<file path="config.mk">
export PLATFORM = sky130hd
export DESIGN_NAME = ps2_note_decoder
export DESIGN_NICKNAME = d
export VERILOG_FILES = /design/src/rtl/ps2_note_decoder.sv
export SDC_FILE = /design/constraint.sdc
export NUM_CORES = 1
export LEC_CHECK = 0
export ABC_AREA = 1
export CORE_UTILIZATION = 45
export CTS_CLUSTER_SIZE = 14
export DETAILED_ROUTE_END_ITERATION = 10
export GPL_ROUTABILITY_DRIVEN = 1
export PLACE_DENSITY = 0.73
export SYNTH_ARGS = -nofsm -noshare
export SYNTH_HDL_FRONTEND = slang
export SYNTH_SLANG_ARGS = --single-unit
</file>
<file path="constraint.sdc">
create_clock -name CLOCK_50 -period 3.8 [get_ports CLOCK_50]
set_clock_uncertainty 0.1 [all_clocks]
set_input_delay 0.57 -clock CLOCK_50 [delete_from_list [all_inputs] [get_ports CLOCK_50]]
set_output_delay 0.57 -clock CLOCK_50 [all_outputs]
set_load 0.03 [all_outputs]
</file>
<file path="src/rtl/ps2_note_decoder.sv">
// ps2_note_decoder
// Turns the raw PS/2 Set-2 byte stream into a note code for the tone stage
// and the hex display. It decodes make, break (F0) and extended (E0) sequences.
// It tracks which of the 13 piano keys (C..C') are currently held and picks
// the key that sounds.
//
// Optional feature: define PS2_NOTE_OCTAVE_EN to add an octave register.
// Z (1A) lowers the octave and X (22) raises it, saturating at 0 and OCT_MAX.
//
// Ports:
//   CLOCK_50     system clock
//   reset        asynchronous, active-high reset
//   ps2_byte     received byte, qualified by ps2_byte_en
//   ps2_byte_en  one-cycle strobe per received byte
//   note_code    0 = silent, else NOTE_BASE + idx + 12*octave
//   note_valid   1 while any mapped key is held
//   held_keys    held bitmap, bit i = key index i
//   key_event    one-cycle pulse whenever held_keys changes
//   seq_error    one-cycle pulse on a 00/FF overrun byte
module ps2_note_decoder #(
  parameter logic [7:0] NOTE_BASE = 8'd1,
  parameter bit         LAST_WINS = 1'b1,
  parameter int         OCT_MAX   = 2
) (
  input  logic        CLOCK_50,
  input  logic        reset,
  input  logic [7:0]  ps2_byte,
  input  logic        ps2_byte_en,
  output logic [7:0]  note_code,
  output logic        note_valid,
  output logic [12:0] held_keys,
  output logic        key_event,
  output logic        seq_error
);

  localparam int OCT_W = (OCT_MAX < 1) ? 1 : $clog2(OCT_MAX + 1);

  typedef enum logic [1:0] {
    IDLE    = 2'd0,
    BRK     = 2'd1,
    EXT     = 2'd2,
    EXT_BRK = 2'd3
  } state_t;

  state_t      state_q, state_d;
  logic [12:0] held_q, held_d;
  logic [3:0]  last_q, last_d;
  logic [7:0]  note_code_q, note_code_d;
  logic        note_valid_q, note_valid_d;
  logic        key_event_q, key_event_d;
  logic        seq_error_q, seq_error_d;

  logic [OCT_W-1:0] octave_q;
`ifdef PS2_NOTE_OCTAVE_EN
  logic [OCT_W-1:0] octave_d;
`endif

  // Scancode to key index; bit 4 of the result flags a mapped code.
  function automatic logic [4:0] map_key(input logic [7:0] code);
    logic [4:0] r;
    r = 5'd0;
    case (code)
      8'h1C: r = {1'b1, 4'd0};
      8'h1D: r = {1'b1, 4'd1};
      8'h1B: r = {1'b1, 4'd2};
      8'h24: r = {1'b1, 4'd3};
      8'h23: r = {1'b1, 4'd4};
      8'h2B: r = {1'b1, 4'd5};
      8'h2C: r = {1'b1, 4'd6};
      8'h34: r = {1'b1, 4'd7};
      8'h35: r = {1'b1, 4'd8};
      8'h33: r = {1'b1, 4'd9};
      8'h3C: r = {1'b1, 4'd10};
      8'h3B: r = {1'b1, 4'd11};
      8'h42: r = {1'b1, 4'd12};
      default: r = 5'd0;
    endcase
    return r;
  endfunction

  // Index of the lowest set bit; 0 when the map is empty.
  function automatic logic [3:0] lowest_idx(input logic [12:0] bits);
    logic [3:0] r;
    r = 4'd0;
    for (int i = 12; i >= 0; i--) begin
      if (bits[i]) r = 4'(i);
    end
    return r;
  endfunction

  logic [4:0] mapped;
  logic       is_mapped;
  logic [3:0] key_idx;
  logic [3:0] sound_idx;

  assign mapped    = map_key(ps2_byte);
  assign is_mapped = mapped[4];
  assign key_idx   = mapped[3:0];

  always_comb begin
    state_d     = state_q;
    held_d      = held_q;
    last_d      = last_q;
    seq_error_d = 1'b0;
`ifdef PS2_NOTE_OCTAVE_EN
    octave_d    = octave_q;
`endif

    if (ps2_byte_en) begin
      case (state_q)
        IDLE: begin
          if (ps2_byte == 8'hF0) begin
            state_d = BRK;
          end else if (ps2_byte == 8'hE0) begin
            state_d = EXT;
          end else if (ps2_byte == 8'h00 || ps2_byte == 8'hFF) begin
            // Keyboard buffer overrun: the held state can no longer be trusted.
            held_d      = 13'd0;
            last_d      = 4'd0;
            seq_error_d = 1'b1;
          end else if (ps2_byte == 8'hAA || ps2_byte == 8'hFA ||
                       ps2_byte == 8'hFE || ps2_byte == 8'hEE) begin
            // Self-test / ack / resend / echo responses carry no key data.
            held_d = held_q;
          end else if (is_mapped) begin
            // A typematic repeat of a held key changes nothing, not even priority.
            if (!held_q[key_idx]) begin
              held_d[key_idx] = 1'b1;
              last_d          = key_idx;
            end
`ifdef PS2_NOTE_OCTAVE_EN
          end else if (ps2_byte == 8'h1A) begin
            if (octave_q != '0) octave_d = octave_q - 1'b1;
          end else if (ps2_byte == 8'h22) begin
            if (octave_q != OCT_W'(OCT_MAX)) octave_d = octave_q + 1'b1;
`endif
          end
        end

        BRK: begin
          state_d = IDLE;
          if (is_mapped && held_q[key_idx]) begin
            held_d[key_idx] = 1'b0;
            // Releasing the sounding key hands priority to the lowest held key.
            if (LAST_WINS && last_q == key_idx) last_d = lowest_idx(held_d);
          end
        end

        EXT: begin
          state_d = (ps2_byte == 8'hF0) ? EXT_BRK : IDLE;
        end

        EXT_BRK: begin
          state_d = IDLE;
        end

        default: begin
          state_d = IDLE;
        end
      endcase
    end

    // Outputs are computed from the next-state values so that they land on
    // the same edge as held_keys.
    if (LAST_WINS && held_d[last_d]) sound_idx = last_d;
    else                             sound_idx = lowest_idx(held_d);

    note_valid_d = |held_d;
    key_event_d  = (held_d != held_q);
`ifdef PS2_NOTE_OCTAVE_EN
    note_code_d  = note_valid_d ?
                   (NOTE_BASE + 8'(sound_idx) + 8'(octave_d) * 8'd12) : 8'd0;
`else
    note_code_d  = note_valid_d ?
                   (NOTE_BASE + 8'(sound_idx) + 8'(octave_q) * 8'd12) : 8'd0;
`endif
  end

  always_ff @(posedge CLOCK_50 or posedge reset) begin
    if (reset) begin
      state_q      <= IDLE;
      held_q       <= 13'd0;
      last_q       <= 4'd0;
      note_code_q  <= 8'd0;
      note_valid_q <= 1'b0;
      key_event_q  <= 1'b0;
      seq_error_q  <= 1'b0;
    end else begin
      state_q      <= state_d;
      held_q       <= held_d;
      last_q       <= last_d;
      note_code_q  <= note_code_d;
      note_valid_q <= note_valid_d;
      key_event_q  <= key_event_d;
      seq_error_q  <= seq_error_d;
    end
  end

`ifdef PS2_NOTE_OCTAVE_EN
  always_ff @(posedge CLOCK_50 or posedge reset) begin
    if (reset) octave_q <= '0;
    else       octave_q <= octave_d;
  end
`else
  assign octave_q = '0;
`endif

  assign note_code  = note_code_q;
  assign note_valid = note_valid_q;
  assign held_keys  = held_q;
  assign key_event  = key_event_q;
  assign seq_error  = seq_error_q;

endmodule

</file>
==> metrics.md <==
| Metric | Value |
|---|---|
| Cell repeated most along the worst path | `nand2_2` |
| Max FO, Critical Path | `8` |
| Largest net degree at the start of global routing | `28` |
| Total Routing Usage GR | `29.3%` |
| Wirelength per Cell | `approximately 15 um` |
| Clock transition at the registers of the reported paths | `100 ps` |
| IO Port Bufs | `31` |
| Vias post-DR | `approximately 3.5k` |
| Share of layout cells above drive strength 1 | `approximately 32%` |
| R2R Setup Slk | `730 ps` |
| Post-DP HPWL | `7290 um` |
| Post-synthesis register bit count | `27` |
| Hold Crit Class | `reg -> reg` |
| Synth Instances | `462` |
| P_leak | `2.09 nW` |
| Finished Cell Area | `4010 um^2` |
| Clock Latency Late Sink | `between 200 and 300 ps` |
| Global route total overflow | `0` |
| Initial antenna violation count | `0` |
| Slew Limit Fails | `0` |
| RR Startpoint | `state_q[0]` |
| Crit path time final | `3590 ps` |
| Top cell type by total area after synthesis | `dfrtp_1` |
| Final Wtd Congestion | `0.961` |
| Yosys synthesis warning count | `0` |
| Worst-Margin Slew | `~1000 ps` |
| CTS max path bufs | `2` |
| CTS tree | `done` |
| H-tree Lvls | `1` |
| Hold path depth | `2` |
| Setup CP Type | `in -> reg` |
| Rel. slew slack | `31.6%` |
| R2r endpoint | `note_code[2]` |
| I/O pin count | `35` |
| Min-delay src | `state_q[0]` |
| Yosys cell types | `40` |
| First-pass GRT wire length | `14,900 um` |
| Status | `completed` |
| Post-synth top area share | `23.6%` |
| Period utilisation layout | `94.4%` |
| Cts bufs inserted | `3` |
| Achievable Freq | `0.279 GHz` |
| Drt pass-1 iters | `8` |
| Hold-critical path endpoint | `state_q[0]` |
| Clock Sink Count | `27` |
| Post-Route WL | `slightly below 10,000 um` |
| Commonest non-fill, non-tap cell in the layout | `nand2_1` |
| Hold buffers post-CTS | `0` |
| Req. time, crit path | `3920 ps` |
| CP max stage delay | `around 230 ps` |
| Root buf cell | `clkbuf_8` |
| Mapped cell area | `2870 um^2` |
| Vias in the first global route | `3,092` |
| Die height | `81.8 um` |
| Crit. Startpoint | `ps2_byte[2]` |
| Final hold vios | `0` |
| Post-synthesis sequential area ratio | `23.6%` |
| # DRC | `0` |
| Die area | `6700 um^2` |
| Core area | `6030 um^2` |
| Total power draw | `2.81 mW` |
| Critical Path AT | `3710 ps` |
| Power per cell area | `about 700 nW/um^2` |
| Most frequent cells in the layout | `96 x nand2_1, 73 x inv_1, 73 x buf_4, 57 x nor2_1, 31 x o21ai_0` |
| Antenna-violating nets left | `0` |
| Area Overhead vs Synth | `39.7%` |
| R2R cell count | `18` |
| Max-cap violations | `0` |
| Crit. End Element | `flip-flop` |
| Met3 GRT Util | `about 2.8%` |
| Final #Nets | `582` |
| Avg Cell Area, Syn | `6.21 um^2` |
| DP Area | `roughly 3700 um^2` |
| Starting Density | `between 40 and 50%` |
| Met1 Use GR | `38.9%` |
| Hold Slack | `495 ps` |
| Via-to-Cell Ratio | `5.36` |
| Die X | `between 80 and 90 um` |
| Top cells by area, synth | `dfrtp_1 24%, nand2_1 14%, inv_1 9.9%` |
| GR Layer Usage met2 | `50.3%` |
| Slowest-stage cell, CP | `nor2_4` |
| Ant. Diodes | `0` |
| Max VDD drop | `0.722 mV` |
| Row cnt | `28` |
| RSZ-0062 raised after global routing | `no` |
| Top Usage Layer GRT | `met2` |
| Fillers | `532` |
| Initial DRC Count | `276` |
| Final setup fails | `0` |
| CP startpoint kind | `input pin` |
sequential cells by signal, summed over array words and instances (netlist names):
signal and count:
held_keys 13, key_event 1, last_q 4, note_code 5, note_valid 1, seq_error 1, state_q 2
area by class of cell:
| cell class | count | area [um^2] | share of cell area, % |
|---|---|---|---|
| repair buffers | 105 | 838 | 20.9 |
| well taps | 75 | 93.8 | 2.34 |
| inverters | 86 | 327 | 8.15 |
| clock buffers | 3 | 41.3 | 1.03 |
| clock inverters | 1 | 7.51 | 0.187 |
| multi-input cells | 347 | 2020 | 50.5 |
| flip-flops and latches | 27 | 676 | 16.9 |
metrics by stage:
stage / util, % / instances / TNS, ps / setup slack (ps)
detailed placement: 62.0 / 630 / -1770 / -448
global placement: 62.0 / 630 / -1490 / -373
global route: 66.5 / 644 / 0 / 18.8
floorplan: - / 464 / 0 / 521
CTS: 64.0 / 639 / 0 / 126
finish: 66.5 / 644 / 0 / 211
repair_timing:
item                                    CTS  global route
pin swaps                                15            32
resized for setup                        19            49
buffers inserted                          5             5
endpoints found under the setup margin    4             5
metal layers:
layer | share of wire, % | vias to the layer above | routed length [um]
li1 | - | 1673 | -
met1 | 43 | 1576 | 4190
met2 | 48 | 166 | 4690
met3 | 6.2 | 38 | 610
met4 | 3.2 | 0 | 318
met5 | 0 | - | 0
power by group:
group	internal (mW)	total [mW]	switching, mW	leakage, nW
sequential	0.389	0.527	0.138	0.327
clock	0.0747	0.171	0.0964	0.0217
combinational	0.845	2.11	1.26	1.74
total	1.31	2.81	1.50	2.09
critical path, delay by kind of cell:
| family | cells | cell delay (ps) |
|---|---|---|
| simple gates | 28 | 2780 |
| buf+inv | 2 | 210 |
| fa+ha+maj | 1 | 160 |
cell usage after synthesis, drive strengths merged:
library cell and number:
nor4 4, nand3b 1, conb 1, buf 4, o22ai 2, o31ai 1, dfrtp 27, nand4 5
nor2 74, inv 85, a21oi 17, nor3 7, xor2 12, nand3 42, ha 1, a21boi 2
nand2 131, o21ai 36, a22oi 1, clkinv 1, o211ai 3, a31oi 4, o32ai 1
worst max-delay path by stage:
| stage | to | slack [ps] | cells past startpoint |
|---|---|---|---|
| after floorplan | note_code[2] | 520 | 30 |
| after global placement | note_code[2] | -370 | 30 |
| after detailed placement | note_code[2] | -450 | 30 |
| after CTS | note_code[2] | 130 | 30 |
| after global routing | note_code[2] | 20 | 31 |
| final | note_code[2] | 210 | 31 |
cells by family after synthesis:
group                    synth area share, %
other                                  0.131
buffers and inverters                   12.3
XOR/XNOR                                3.66
AND/OR/NAND/NOR                         46.4
AO/OA/AOI/OAI                           13.5
flip-flops                              23.6
adder cells (fa/ha/maj)                0.436
No activity file was read; power rests on OpenSTA's default activity.
